## src/rtl/fetch_stage_if.sv

```systemverilog
// Instruction-memory request/response bus between the fetch stage and its memory.
// One outstanding request; rvalid returns rdata for the most recently granted request.
interface fetch_stage_if;
  logic        req;
  logic [31:0] addr;
  logic        gnt;
  logic        rvalid;
  logic [31:0] rdata;

  modport master (output req, addr, input gnt, rvalid, rdata);
  modport slave  (input req, addr, output gnt, rvalid, rdata);
endinterface

```

## src/rtl/fetch_stage.sv

```systemverilog
// Instruction fetch: owns the PC, issues one imem request at a time and fills the
// IF/ID register, with downstream stall and redirect/flush from a resolved jump.
module fetch_stage #(
  parameter logic [31:0] RESET_PC = 32'h0000_0000,
  parameter logic [31:0] PC_STEP  = 32'd4,
  parameter logic [31:0] NOP_INST = 32'h0000_0000
) (
  input  logic                 clk,
  input  logic                 rst,
  fetch_stage_if.master        imem,
  input  logic                 i_id_stall,
  input  logic                 i_redirect,
  input  logic [31:0]          i_redirect_pc,
  output logic                 o_if_valid,
  output logic [31:0]          o_if_inst,
  output logic [31:0]          o_if_pc,
  output logic [31:0]          o_if_pc_next
);

  typedef enum logic [1:0] {S_ISSUE, S_WAIT, S_HOLD} state_t;

  state_t      r_state;
  logic [31:0] r_pc;
  logic [31:0] r_req_pc;
  logic [31:0] r_hold_inst;
  logic        r_kill;
  logic        r_if_valid;
  logic [31:0] r_if_inst;
  logic [31:0] r_if_pc;
  logic [31:0] r_if_pc_next;
  logic        w_out_free;

  assign w_out_free   = !r_if_valid || !i_id_stall;
  assign imem.req     = (r_state == S_ISSUE) && !rst;
  assign imem.addr    = r_pc;
  assign o_if_valid   = r_if_valid;
  assign o_if_inst    = r_if_inst;
  assign o_if_pc      = r_if_pc;
  assign o_if_pc_next = r_if_pc_next;

  always_ff @(posedge clk or posedge rst) begin
    if (rst) begin
      r_state      <= S_ISSUE;
      r_pc         <= RESET_PC;
      r_req_pc     <= RESET_PC;
      r_hold_inst  <= NOP_INST;
      r_kill       <= 1'b0;
      r_if_valid   <= 1'b0;
      r_if_inst    <= NOP_INST;
      r_if_pc      <= 32'h0;
      r_if_pc_next <= 32'h0;
    end else if (i_redirect) begin
      r_pc       <= i_redirect_pc;
      r_if_valid <= 1'b0;
      r_if_inst  <= NOP_INST;
      // A request already granted for the old path must still be drained, so mark it killed.
      case (r_state)
        S_ISSUE: begin
          if (imem.gnt) begin
            r_kill  <= 1'b1;
            r_state <= S_WAIT;
          end
        end
        S_WAIT: begin
          if (imem.rvalid) begin
            r_kill  <= 1'b0;
            r_state <= S_ISSUE;
          end else begin
            r_kill <= 1'b1;
          end
        end
        default: r_state <= S_ISSUE;
      endcase
    end else begin
      if (w_out_free) begin
        r_if_valid <= 1'b0;
        r_if_inst  <= NOP_INST;
      end
      case (r_state)
        S_ISSUE: begin
          if (imem.gnt) begin
            r_req_pc <= r_pc;
            r_pc     <= r_pc + PC_STEP;
            r_state  <= S_WAIT;
          end
        end
        S_WAIT: begin
          if (imem.rvalid) begin
            if (r_kill) begin
              r_kill  <= 1'b0;
              r_state <= S_ISSUE;
            end else if (w_out_free) begin
              r_if_valid   <= 1'b1;
              r_if_inst    <= imem.rdata;
              r_if_pc      <= r_req_pc;
              r_if_pc_next <= r_req_pc + PC_STEP;
              r_state      <= S_ISSUE;
            end else begin
              r_hold_inst <= imem.rdata;
              r_state     <= S_HOLD;
            end
          end
        end
        S_HOLD: begin
          // r_req_pc is still the parked word's address: no new request issues from HOLD.
          if (w_out_free) begin
            r_if_valid   <= 1'b1;
            r_if_inst    <= r_hold_inst;
            r_if_pc      <= r_req_pc;
            r_if_pc_next <= r_req_pc + PC_STEP;
            r_state      <= S_ISSUE;
          end
        end
        default: r_state <= S_ISSUE;
      endcase
    end
  end

endmodule

```

## src/flat_wrapper.sv

```systemverilog
// flat-port wrapper written by rule: the top's interface ports become plain ports
module fetch_stage_flat 
#(
  parameter logic [31:0] RESET_PC = 32'h0000_0000,
  parameter logic [31:0] PC_STEP  = 32'd4,
  parameter logic [31:0] NOP_INST = 32'h0000_0000
)
  (clk, rst, i_id_stall, i_redirect, i_redirect_pc, o_if_valid, o_if_inst, o_if_pc, o_if_pc_next, imem_req, imem_addr, imem_gnt, imem_rvalid, imem_rdata);
  fetch_stage_if imem_i ();
  input  logic clk;
  input  logic rst;
  input  logic i_id_stall;
  input  logic i_redirect;
  input  logic [31:0] i_redirect_pc;
  output logic o_if_valid;
  output logic [31:0] o_if_inst;
  output logic [31:0] o_if_pc;
  output logic [31:0] o_if_pc_next;
  output wire logic [$bits(imem_i.req)-1:0] imem_req;
  output wire logic [$bits(imem_i.addr)-1:0] imem_addr;
  input wire logic [$bits(imem_i.gnt)-1:0] imem_gnt;
  input wire logic [$bits(imem_i.rvalid)-1:0] imem_rvalid;
  input wire logic [$bits(imem_i.rdata)-1:0] imem_rdata;
  assign imem_req = imem_i.req;
  assign imem_addr = imem_i.addr;
  assign imem_i.gnt = imem_gnt;
  assign imem_i.rvalid = imem_rvalid;
  assign imem_i.rdata = imem_rdata;
  fetch_stage #(.RESET_PC(RESET_PC), .PC_STEP(PC_STEP), .NOP_INST(NOP_INST)) u_core (.clk(clk), .rst(rst), .imem(imem_i), .i_id_stall(i_id_stall), .i_redirect(i_redirect), .i_redirect_pc(i_redirect_pc), .o_if_valid(o_if_valid), .o_if_inst(o_if_inst), .o_if_pc(o_if_pc), .o_if_pc_next(o_if_pc_next));
endmodule
```

## config.mk

```make
export PLATFORM = sky130hd
export DESIGN_NAME = fetch_stage_flat
export DESIGN_NICKNAME = d
export VERILOG_FILES = /design/src/rtl/fetch_stage_if.sv /design/src/rtl/fetch_stage.sv /design/src/flat_wrapper.sv
export SDC_FILE = /design/constraint.sdc
export NUM_CORES = 1
export LEC_CHECK = 0
export CAP_MARGIN = 20
export CORE_MARGIN = 5
export CORE_UTILIZATION = 51
export DETAILED_ROUTE_END_ITERATION = 10
export GPL_ROUTABILITY_DRIVEN = 0
export PLACE_DENSITY = 0.81
export SYNTH_ARGS = -nofsm -noshare
export SYNTH_HDL_FRONTEND = slang
export SYNTH_SLANG_ARGS = --single-unit
```

## constraint.sdc

```tcl
create_clock -name clk -period 7.8 [get_ports clk]
set_input_delay 1.56 -clock clk [delete_from_list [all_inputs] [get_ports clk]]
set_output_delay 1.56 -clock clk [all_outputs]
set_load 0.01 [all_outputs]
```

==> metrics.csv <==
metric;value;unit
status;finished, final reports clean;
Crit-path slowest cell;clkdlybuf4s50_1;
via count;6552;
count leader, synth;dfrtp_1;
IO Pins;200;
CP bufs+invs;2;
die width;141;microns
Final setup viols;0;
Fill cells;1329;
Place WS;3.50;ns
DP HPWL;14.7;mm
syn avg cell area;11.7;sq um
Via density;5.60;
reg2reg start;u_core.r_state[0]$_DFFE_PP0P_;
clock sink count;194;
register area share after synthesis;55.4;%
ys async rst share;100;%
minimum clock period;4.29;ns
startpoint types;input pin;
DRT antenna net count;0;
Worst R2R Setup Slack;5.16;ns
root buf cell;clkbuf_16;
pwr/cell area;313;nW/um^2
achievable frequency;0.233;GHz
crit-path most repeated cell;clkdlybuf4s50_1;
drt first pass iters;5;
Reg clk slew, reported paths;0.07;ns
Post-Synthesis Cells;752;
Critical R2R Capture;u_core.o_if_pc[30]$_DFFE_PP0P_;
largest net degree at the start of global routing;130;
Worst EP required;6.24;ns
max-slew violation count;0;
Crit Path Max Fanout;2;
Max stage delay on crit path;0.54;ns
Setup CP Type;in -> out;
Max rail drop VDD;172;uV
FP Rows;48;
LEAKAGE;4.90;nW
setup TNS;0;ns
Worst Clk Skew;0.0115;ns
routed wire length;21.5;mm
Post-CTS Hold Buffers;0;
MaxCap Viol Count;0;
Reg2Reg Depth;8;
Largest delay share family, worst path;buffers and inverters;
top cell type by total area after synthesis;dfrtp_1;
Post-Syn Area;8760;sq um
DRC viols;0;
area added between synthesis and finish;31.4;%
initial core utilization;51.4;%
worst hold start;u_core.o_if_pc_next[27]$_DFFE_PP0P_;
global route total overflow;0;
Arr. time, crit path;2.73;ns
hold crit path type;reg -> reg;
post-CTS setup buffers;0;
clk_lat worst skew;0.43;ns
top_reg_cell synth;dfrtp_1;
CTS Buf Count;17;
Layout Nets;1008;
layout cells sized above 1;16.0;%
Synth Register Bits;194;
Crit. End Element;primary output;
Hold Path Cell Cnt;2;
CTS tree;yes;
Worst Hold Path EP;u_core.o_if_pc_next[27]$_DFFE_PP0P_;
syn_nets;827;
Unique masters post-synth;40;
global-route wire length before repair;34.7;mm
RSZ-0062 raised after global routing;no;
Final Cycle Share;55.0;%
CP Cell Sequence;clkdlybuf4s50_1 -> nor2_1 -> clkdlybuf4s50_1;
initial antenna violation count;1;
H-tree depth;4;
Fin. Hold Viols;0;
Post-synth EDFFs;0;
Resized cells post-CTS;0;
Die Span Y;141;microns
worst slew pin tran;1.01;ns
final setup margin;3.51;ns
max_slew headroom;32.9;%
total of warnings raised by yosys;0;
worst setup path start;rst;
antenna cell count;0;
core area;17100;sq um
top post-synthesis cells by area;dfrtp_1, mux2_2, a22o_1;
Post-synth top cells;dfrtp_1, mux2_2, nand2_1, o21ai_0, nor2_1;
Global Route Usage Sum;21.8;%
number of global-route vias before repair;6652;
IO buf count;199;
maximum clock path buffer count;2;
Wirelength per Cell;18.4;microns
area share of the largest cell type after synthesis;55.4;%
first-iteration detailed-routing DRC count;366;
die area;19900;sq um
[per-layer routing]
layer	GRT usage, %	wire length (microns)
met1	28.7	8920
met2	34.8	10500
met3	7.29	1810
met4	6.22	282
met5	0	12
[layout by cell type (no fill, tap or decap), drive strengths merged, types with 4 or more instances in the layout]
master	instances
clkbuf	20
and2	6
inv	15
nand4	20
xnor2	24
a22o	33
a22oi	32
nand3	23
clkdlybuf4s50	198
nor2	48
nand2	77
o21ai	63
xor2	33
a21oi	6
mux2	98
and4	4
buf	8
ha	5
dfrtp	194
and3	10
nor3	6
nor4	10
[cell type report]
type | count | area (sq um) | area share (%)
Timing Repair Buffer | 206 | 2040 | 17.7
Sequential cell | 194 | 4850 | 42.2
Multi-Input combinational cell | 505 | 3690 | 32.1
Tap cell | 225 | 282 | 2.45
Clock buffer | 20 | 457 | 3.97
Inverter | 9 | 41.3 | 0.359
Clock inverter | 12 | 146 | 1.27
[sequential cells by signal (all words and copies together), names as in the netlist]
register             cells
u_core.imem.addr        32
u_core.o_if_inst        32
u_core.o_if_pc          30
u_core.o_if_pc_next     32
u_core.o_if_valid        1
u_core.r_hold_inst      32
u_core.r_kill            1
u_core.r_req_pc         32
u_core.r_state           2
[worst register-to-register path, cell delays in order (launching register included)]
cell,delay [ns]
dfrtp_1,0.38
inv_1,0.08
ha_1,0.19
buf_4,0.25
inv_1,0.21
nor2_1,0.09
o21ai_4,0.11
buf_4,0.71
mux2_2,0.50
[worst max-delay path by stage]
stage	endpoint	slack (ns)	cells after the start
after CTS	imem_req	3.49	3
final	imem_req	3.51	3
after detailed placement	imem_req	3.50	3
after global placement	imem_req	3.50	3
after global routing	imem_req	3.44	3
after floorplan	u_core.imem.addr[0]$_DFFE_PP0P_	0.96	1
[cells by family (layout without fill, tap and decap cells)]
family	after synthesis	in the layout	synth area share, %
AO/OA/AOI/OAI	137	137	10.4
AND/OR/NAND/NOR	207	207	12.3
multiplexers	99	99	12.7
buffers and inverters	53	247	2.76
adder cells (fa/ha/maj)	5	5	0.714
XOR/XNOR	57	57	5.70
flip-flops	194	194	55.4
[stage by stage]
step / instance area (sq um) / std cells / power [mW] / hold WS (ns) / utilization, %
finish: 11500 / 1171 / 3.60 / 0.480 / 67.5
global route: 11500 / 1171 / 3.79 / 0.503 / 67.5
CTS: 11500 / 1171 / 3.62 / 0.484 / 67.5
detailed placement: 10900 / 1139 / 2.72 / 0.467 / 64.0
global placement: 10900 / 1139 / 2.67 / 0.461 / 64.0
floorplan: 8760 / 752 / 2.13 / 0.459 / -
[report_power, final]
| group | leakage [nW] | switching [mW] | total (mW) | internal, mW |
|---|---|---|---|---|
| Sequential | 2.50 | 0.292 | 1.59 | 1.30 |
| Clock | 0.292 | 0.395 | 0.894 | 0.499 |
| Combinational | 2.11 | 0.483 | 1.12 | 0.636 |
No activity file was read; power rests on OpenSTA's default activity.
==> RTL change: new RTL, same flow settings <==
Reset style: synchronous (`rst`), changed in one clocked block.
--- a/src/rtl/fetch_stage.sv
+++ b/src/rtl/fetch_stage.sv
@@ -40,3 +40,3 @@
 
-  always_ff @(posedge clk or posedge rst) begin
+  always_ff @(posedge clk) begin
     if (rst) begin
Check against the original RTL: differs if rst is asserted again (counterexample within 4 cycles, from zero or initial values and one cycle with rst high); with rst held inactive, the same outputs for 4 cycles.
==> RTL change against the unedited design <==
Routed wire length grew 13%; maximum frequency increased by 1.2%; synthesized cell count increased by 39%; worst setup slack improved by 0.049 ns; design area shrank 3.2%; critical path type unchanged; area after synthesis shrank 3.8%; clock skew grew 0.0010 ns; count of clock-buffer cells in the layout is 3 lower; sequential cell count is the same.
Power is not compared: it rests on default switching activity, and its combinational part moved more than twofold at a synthesized area within 25%.
==> RTL change: results (changes against the unedited design) <==
- CP Max Fanout: 59 (+57)
- FILL cells: 1331 (+0.15%)
- DR vias/cell: 5.83 (+4.1%)
- Routed WL per cell: 17.2 um (-6.4%)
- DP Worst Slack: 3.58 ns (+0.0859 ns)
- Post-synth ARST share: 0% (-100 points)
- Gr usage total: 24.3% (+2.5 points)
- Min Hold Slack: 0.453 ns (-0.0274 ns)
- First-pass GRT wire length: 38900 um (+12%)
- R2R Path End: u_core.imem.addr[23]$_SDFFE_PP0P_
- Reg2Reg Launch Point: u_core.imem.addr[4]$_SDFFE_PP0P_
- Nets: 1259 (+25%)
- Total routed wirelength: 24400 um (+13%)
- Mapped Nets: 1121 (+36%)
- Vias in the first global route: 7409 (+11%)
- Violation count after the first detailed-route iteration: 1048 (+190%)
- Slew Limit Headroom: 30.6% (-2.3 points)
- Status: finished clean
- Layout cell share with drive strength beyond 1: 4.59% (-11 points)
- Reg2reg setup slack: 5.19 ns (+0.03 ns)
- CP max stage delay: 0.51 ns (-0.03 ns)
- WP data arrival: 2.68 ns (-0.05 ns)
- HP Start: u_core.o_if_pc[26]$_SDFFE_PP0P_
- Hold Path End: u_core.o_if_pc[26]$_SDFFE_PP0P_
- Number of library cell types mapped by synthesis: 51 (+28%)
- Final setup skew: 0.0125 ns (+0.00101 ns)
- Top post-synthesis cells by count: nand2_1, dfxtp_1, a21oi_1, clkbuf_1, nor2_1
- Largest net degree at the start of global routing: 89 (-32%)
==> RTL change: cell types whose count changed after synthesis, sizes merged, moves of 20 or more <==
cell,change
dfrtp,-194
dfxtp,+194
nand2,+148
a21oi,+109
mux2,-98
clkbuf,+56
o21ai,-33
nor2,+22
xor2,-22
a211oi,+21
or4,+20
==> RTL change: worst max path at each step <==
| stage | from | slack, ns | endpoint |
|---|---|---|---|
| after detailed placement | rst | 3.58 | imem_req |
| after CTS | rst | 3.58 | imem_req |
| after global routing | rst | 3.47 | imem_req |
| after floorplan | rst | 3.86 | imem_req |
| final | rst | 3.56 | imem_req |
| after global placement | i_redirect | 3.54 | u_core.r_hold_inst[4]$_SDFFE_PP0P_ |
==> RTL change: area by class of cell <==
class	count	share of cell area, %
Inverter	17	0.573
Antenna cell	1	0.0225
Multi-Input combinational cell	742	37.0
Clock inverter	15	1.74
Sequential cell	194	34.8
Clock buffer	17	3.82
Timing Repair Buffer	212	19.5
Tap cell	220	2.47
==> RTL change: logic make-up after synthesis <==
group | after synthesis | synth area share (%)
and+or+nand+nor | 422 | 23.1
DFF | 194 | 46.1
adders and majority gates | 5 | 0.743
buffers and inverters | 110 | 5.14
AOI/OAI and AO/OA | 289 | 22.2
xor gates and xnor gates | 23 | 2.39
muxes | 3 | 0.356
==> RTL change: through the flow <==
| step | cell area, um2 | power [mW] |
|---|---|---|
| 6_report | 11100 | 2.18 |
| 3_5_place_dp | 10400 | 1.27 |
| 3_3_place_gp | 10400 | 1.27 |
| 4_1_cts | 11100 | 2.18 |
| 2_1_floorplan | 8430 | 1.16 |
| 5_1_grt | 11100 | 2.26 |
==> RTL change: where the power goes <==
group	internal, mW	switching, mW	total [mW]	leakage [nW]
combinational	0.101	0.104	0.204	1.73
clock	0.515	0.408	0.923	0.300
sequential	1.01	0.0374	1.05	1.57
total	1.63	0.549	2.18	3.61
==> RTL change: per-layer routing <==
layer | vias to the layer above | GRT usage (%) | share of wire [%] | routed length, um
met3 | 46 | 4.69 | 7.3 | 1790
li1 | 4012 | - | - | -
met2 | 344 | 36.4 | 45 | 11100
met4 | 0 | 10.6 | 3.1 | 756
met5 | - | 0 | 0 | 0
met1 | 3858 | 34.3 | 44 | 10800
==> RTL change: worst max-delay path: cells and delay by family <==
kind                   cells  cell delay, ns
buffers and inverters      2            0.99
and+or+nand+nor            1            0.11
